===== src/rtl/decrementer_4bit_seq.sv =====
// Loadable down-counter with prescaled ripple-borrow decrement and a one-cycle done pulse.
// Optional build macro DECR_AUTORELOAD_EN: restart from the last loaded value on each expiry.
module decrementer_4bit_seq #(
  parameter int WIDTH    = 4,
  parameter int PRESCALE = 1
) (
  input  logic             clk,
  input  logic             rst_n,
  input  logic             load_valid,
  output logic             load_ready,
  input  logic [WIDTH-1:0] load_value,
  input  logic             enable,
  input  logic             abort,
  output logic [WIDTH-1:0] count,
  output logic             busy,
  output logic             done
);

  localparam int PW = (PRESCALE > 1) ? $clog2(PRESCALE) : 1;
  localparam logic [PW-1:0] PRE_LAST = PW'(PRESCALE - 1);

  typedef enum logic [1:0] {
    S_IDLE,
    S_COUNT,
    S_FINISH
  } state_t;

  state_t           state_q, state_d;
  logic [WIDTH-1:0] count_q, count_d;
  logic [PW-1:0]    pre_q, pre_d;
  logic [WIDTH-1:0] borrow;
  logic [WIDTH-1:0] dec;
  logic             step;

`ifdef DECR_AUTORELOAD_EN
  logic [WIDTH-1:0] reload_q, reload_d;
`endif

  // Half-subtractor chain; the borrow out of the top stage is never needed.
  always_comb begin
    borrow    = '0;
    borrow[0] = 1'b1;
    for (int unsigned i = 1; i < WIDTH; i++) begin
      borrow[i] = ~count_q[i-1] & borrow[i-1];
    end
    dec = count_q ^ borrow;
  end

  assign step = enable && (pre_q == PRE_LAST);

  always_comb begin
    state_d = state_q;
    count_d = count_q;
    pre_d   = pre_q;
`ifdef DECR_AUTORELOAD_EN
    reload_d = reload_q;
`endif
    case (state_q)
      S_IDLE: begin
        if (load_valid) begin
          count_d = load_value;
          pre_d   = '0;
`ifdef DECR_AUTORELOAD_EN
          reload_d = load_value;
`endif
          state_d = (load_value != '0) ? S_COUNT : S_FINISH;
        end
      end
      S_COUNT: begin
        // abort takes priority over a simultaneous terminal decrement
        if (abort) begin
          count_d = '0;
          pre_d   = '0;
          state_d = S_IDLE;
        end else if (step) begin
          pre_d   = '0;
          count_d = dec;
          if (dec == '0) state_d = S_FINISH;
        end else if (enable) begin
          pre_d = pre_q + PW'(1);
        end
      end
      S_FINISH: begin
`ifdef DECR_AUTORELOAD_EN
        if (reload_q != '0) begin
          count_d = reload_q;
          pre_d   = '0;
          state_d = S_COUNT;
        end else begin
          state_d = S_IDLE;
        end
`else
        state_d = S_IDLE;
`endif
      end
      default: state_d = S_IDLE;
    endcase
  end

  always_ff @(posedge clk or negedge rst_n) begin
    if (!rst_n) begin
      state_q <= S_IDLE;
      count_q <= '0;
      pre_q   <= '0;
`ifdef DECR_AUTORELOAD_EN
      reload_q <= '0;
`endif
    end else begin
      state_q <= state_d;
      count_q <= count_d;
      pre_q   <= pre_d;
`ifdef DECR_AUTORELOAD_EN
      reload_q <= reload_d;
`endif
    end
  end

  assign count      = count_q;
  assign busy       = (state_q == S_COUNT);
  assign done       = (state_q == S_FINISH);
  assign load_ready = (state_q == S_IDLE);

endmodule

===== config.mk =====
export PLATFORM = sky130hd
export DESIGN_NAME = decrementer_4bit_seq
export DESIGN_NICKNAME = d
export VERILOG_FILES = /design/src/rtl/decrementer_4bit_seq.sv
export SDC_FILE = /design/constraint.sdc
export NUM_CORES = 1
export LEC_CHECK = 0
export ABC_AREA = 1
export BUFFER_PORTS_ARGS = -buffer_cell sky130_fd_sc_hd__buf_4
export CORE_AREA = 2 2 49 51
export DETAILED_ROUTE_END_ITERATION = 10
export DIE_AREA = 0 0 51 53
export PLACE_DENSITY = 0.49
export SYNTH_ARGS = -nofsm -noshare
export SYNTH_HDL_FRONTEND = slang
export SYNTH_SLANG_ARGS = --single-unit

===== constraint.sdc =====
create_clock -name clk -period 1.76 [get_ports clk]
set_clock_uncertainty 0.2 [all_clocks]
set_input_delay 0.088 -clock clk [delete_from_list [all_inputs] [get_ports clk]]
set_output_delay 0.088 -clock clk [all_outputs]
set_load 0.1 [all_outputs]

==> flow_results.xml <==
<?xml version="1.0" encoding="UTF-8"?>
<metrics>
  <group name="detailed_routing">
    <metric name="detail-route-antenna-nets" unit="">0</metric>
    <metric name="routed_length_per_instance" unit="um">10.32</metric>
    <metric name="drc" unit="">0</metric>
    <metric name="drt_pass1_iterations" unit="">4</metric>
    <metric name="drt_first_iter_violations" unit="">15</metric>
    <metric name="routed_wl" unit="um">1331</metric>
    <metric name="via_cell_ratio" unit="">4.171</metric>
    <metric name="detailroute.via_count" unit="">538</metric>
  </group>
  <group name="clocking">
    <metric name="cts_max_level" unit="">1</metric>
    <metric name="clk_pin_slew_worst_paths" unit="ns">0.06</metric>
    <metric name="worstSkewPairLatency" unit="ns">0.25</metric>
    <metric name="clock_tree_from_tritoncts" unit="">built</metric>
    <metric name="postCtsSetupRepairBufs" unit="">0</metric>
    <metric name="cts.sinks" unit="">7</metric>
    <metric name="clock_buffers_created_by_tritoncts" unit="">3</metric>
    <metric name="clock-root-buffer" unit="">sky130_fd_sc_hd__clkbuf_4</metric>
    <metric name="cts-root-to-sink-buffers" unit="">2</metric>
  </group>
  <group name="logic_synthesis">
    <metric name="post_synth_inst_count" unit="">75</metric>
    <metric name="yosysSeqAreaShare" unit="%">33.18</metric>
    <metric name="yosysWarnings" unit="">0</metric>
    <metric name="synth.ff_latch_count" unit="">7</metric>
    <metric name="synth.avg_cell_area" unit="um^2">7.040</metric>
    <metric name="synthesis.nets" unit="">87</metric>
    <metric name="yosysUniqueCellTypes" unit="">17</metric>
    <metric name="combined_area_of_all_synthesized_cells" unit="um^2">528.0</metric>
  </group>
  <group name="timing">
    <metric name="report.final.slew_viol_count" unit="">0</metric>
    <metric name="grt_setup_unrepaired" unit="">true</metric>
    <metric name="setup-violations-final" unit="">0</metric>
    <metric name="hold_violations" unit="">0</metric>
    <metric name="slew_headroom" unit="%">76.33</metric>
    <metric name="max_freq" unit="MHz">596.3</metric>
    <metric name="fin_crit_sh" unit="%">95.29</metric>
    <metric name="tightest_slew" unit="ns">0.3538</metric>
    <metric name="setup_slack" unit="ns">0.08286</metric>
    <metric name="finalWorstPathRequiredPeriod" unit="ns">1.677</metric>
  </group>
  <group name="floorplanning">
    <metric name="floorplan.core_area" unit="um^2">2148</metric>
    <metric name="standard_cell_row_count" unit="">17</metric>
    <metric name="initial_core_util" unit="%">24.58</metric>
    <metric name="overall_die_width" unit="um">51</metric>
    <metric name="die_h" unit="um">53</metric>
    <metric name="io_pins" unit="">16</metric>
    <metric name="area_of_the_die" unit="um^2">2703</metric>
  </group>
  <group name="worst_setup_path">
    <metric name="timing.critical_path.mode_cell" unit="">sky130_fd_sc_hd__ha_1</metric>
    <metric name="criticalPathCategory" unit="">flip-flop to flip-flop</metric>
    <metric name="critical_path.reg2reg.startpoint" unit="">count[0]</metric>
    <metric name="timing.critical_path.fanout_max" unit="">4</metric>
    <metric name="critPathLaunchType" unit="">flip-flop</metric>
    <metric name="timing.critical_path.slowest_cell_delay" unit="ns">0.43</metric>
    <metric name="reg2reg_capture_point" unit="">count[2]</metric>
    <metric name="worstPathCellList" unit="">inv_2 &gt; ha_1 &gt; ha_1 &gt; or2_1 &gt; o21ai_1 &gt; nand3_1 &gt; nand2_1</metric>
    <metric name="critical_path_required" unit="ns">1.75</metric>
    <metric name="cp-startpoint" unit="">count[0]</metric>
    <metric name="crit_arrival" unit="ns">1.67</metric>
    <metric name="worst_reg2reg_path_depth" unit="">7</metric>
    <metric name="timing.critical_path.to_type" unit="">flip-flop</metric>
    <metric name="cp_buf_inv_count" unit="">1</metric>
    <metric name="cpMaxStageDelayCell" unit="">sky130_fd_sc_hd__dfrtp_4</metric>
    <metric name="worst-r2r-setup-slack" unit="ns">0.08</metric>
    <metric name="cpLargestDelayFamily" unit="">adder cells</metric>
  </group>
  <group name="layout">
    <metric name="final-instance-count-excl-fill" unit="">129</metric>
    <metric name="fillerInstances" unit="">232</metric>
    <metric name="num_antenna_cells" unit="">0</metric>
    <metric name="layout.core_utilization" unit="%">36.69</metric>
    <metric name="layout.nets" unit="">114</metric>
    <metric name="syn_to_final_growth" unit="%">49.29</metric>
    <metric name="most-common-layout-cells" unit="">sky130_fd_sc_hd__nand2_1 (22), sky130_fd_sc_hd__buf_4 (15), sky130_fd_sc_hd__inv_1 (10), sky130_fd_sc_hd__dlygate4sd3_1 (7), sky130_fd_sc_hd__nand3_1 (6)</metric>
    <metric name="layout_commonest_cell" unit="">sky130_fd_sc_hd__nand2_1</metric>
    <metric name="share_of_cells_above_drive_strength_1" unit="%">36.63</metric>
  </group>
  <group name="global_routing">
    <metric name="largest_net_degree_at_the_start_of_global_routing" unit="">10</metric>
    <metric name="grt-ovfl-total" unit="">0</metric>
    <metric name="grt_usage" unit="%">11.68</metric>
    <metric name="number_of_antenna_violations_at_the_first_check_in_global_routing" unit="">0</metric>
    <metric name="grt_pass1_vias" unit="">493</metric>
    <metric name="grt_pass1_wl" unit="um">2290</metric>
  </group>
  <group name="hold_path">
    <metric name="holdCritStartpoint" unit="">load_value[1]</metric>
    <metric name="timing.hold.worst.class" unit="">primary input to flip-flop</metric>
    <metric name="hold_depth" unit="">5</metric>
    <metric name="worstHoldEndpoint" unit="">count[1]</metric>
  </group>
  <group name="place">
    <metric name="detailed_place_hpwl" unit="um">1029</metric>
    <metric name="dpl_cells" unit="">118</metric>
    <metric name="io_buffers" unit="">15</metric>
    <metric name="detailedPlace.worstSlack" unit="ns">0.05028</metric>
    <metric name="place_congestion" unit="">0.8591</metric>
  </group>
  <group name="run_status">
    <metric name="run_status" unit="">completed</metric>
  </group>
  <group name="flow_run">
    <metric name="cap_violations" unit="">0</metric>
  </group>
</metrics>
[cell type report]
type	count	area [um^2]	area share (%)
multi-input combinational	54	307.8	39.05
timing repair buffer	22	182.7	23.17
sequential	7	183.9	23.33
clock buffer	4	26.28	3.333
inverter	14	52.55	6.667
tap	28	35.03	4.444
[state kept, by name, summed over array words and instances (netlist names)]
register	count
count	4
pre_q	1
state_q	2
[cell families after synthesis]
family | count (synthesis) | synth area share [%]
simple gates | 44 | 41.94
buf+inv | 14 | 9.953
compound gates | 7 | 7.820
flops | 7 | 33.18
fa+ha+maj | 3 | 7.110
[through the flow]
stage	setup TNS, ns	area (um^2)	hold slack [ns]
4_1_cts	0	788.3	0.005736
3_5_place_dp	0	691.9	-0.2890
6_report	0	788.3	0.02116
5_1_grt	-0.01991	788.3	0.04147
2_1_floorplan	-0.1053	544.3	-0.4076
3_3_place_gp	0	691.9	-0.2902
[what timing repair did]
item	in CTS	in global routing
endpoints found under the hold margin	11	0
resized for setup	0	1
setup endpoints to repair	0	3
hold buffers	7	0
[worst reg2reg max path, delay by kind of cell (launching register included)]
family / cells / cell delay (ns)
adders and majority gates: 2 / 0.48
AOI/OAI and AO/OA: 1 / 0.11
and+or+nand+nor: 3 / 0.36
buffers and inverters: 1 / 0.05
DFF: 1 / 0.43
[cells in the mapped netlist]
cell type                  number  area share, %
sky130_fd_sc_hd__nand3_2        1            1.9
sky130_fd_sc_hd__o21ai_2        1            1.7
sky130_fd_sc_hd__nor2_1         4            2.8
sky130_fd_sc_hd__inv_2          2            1.4
sky130_fd_sc_hd__nand3_1        6            5.7
sky130_fd_sc_hd__or2_1          2            2.4
sky130_fd_sc_hd__nor2_2         3            3.6
sky130_fd_sc_hd__a21oi_1        2            1.9
sky130_fd_sc_hd__inv_1         12            8.5
sky130_fd_sc_hd__o211ai_1       1            1.4
sky130_fd_sc_hd__dfrtp_1        7             33
sky130_fd_sc_hd__ha_1           3            7.1
sky130_fd_sc_hd__nand2_4        1            2.1
sky130_fd_sc_hd__nor2_4         2            4.3
sky130_fd_sc_hd__nand2_2        3            3.6
sky130_fd_sc_hd__o21ai_0        3            2.8
sky130_fd_sc_hd__nand2_1       22             16
[per-layer routing]
| layer | track usage [%] | vias up | share of wire, % |
|---|---|---|---|
| li1 | - | 280 | - |
| met4 | 2.703 | 0 | 0.68 |
| met2 | 18.61 | 13 | 48 |
| met5 | 0 | - | 0 |
| met3 | 4.237 | 2 | 5.0 |
| met1 | 14.97 | 243 | 46 |
[how the worst max path moves through the flow]
stage               cells after the start  slack [ns]          to
detailed placement                      7        0.05    count[2]
CTS                                     7        0.04    count[2]
floorplan                               7       -0.11    count[2]
global placement                        7        0.10    count[2]
finish                                  7        0.08    count[2]
global route                            8       -0.02  state_q[0]
Power is left out: the tool's default activity adds up to more than one toggle a clock period on the data nets, which glitch-free logic cannot reach.
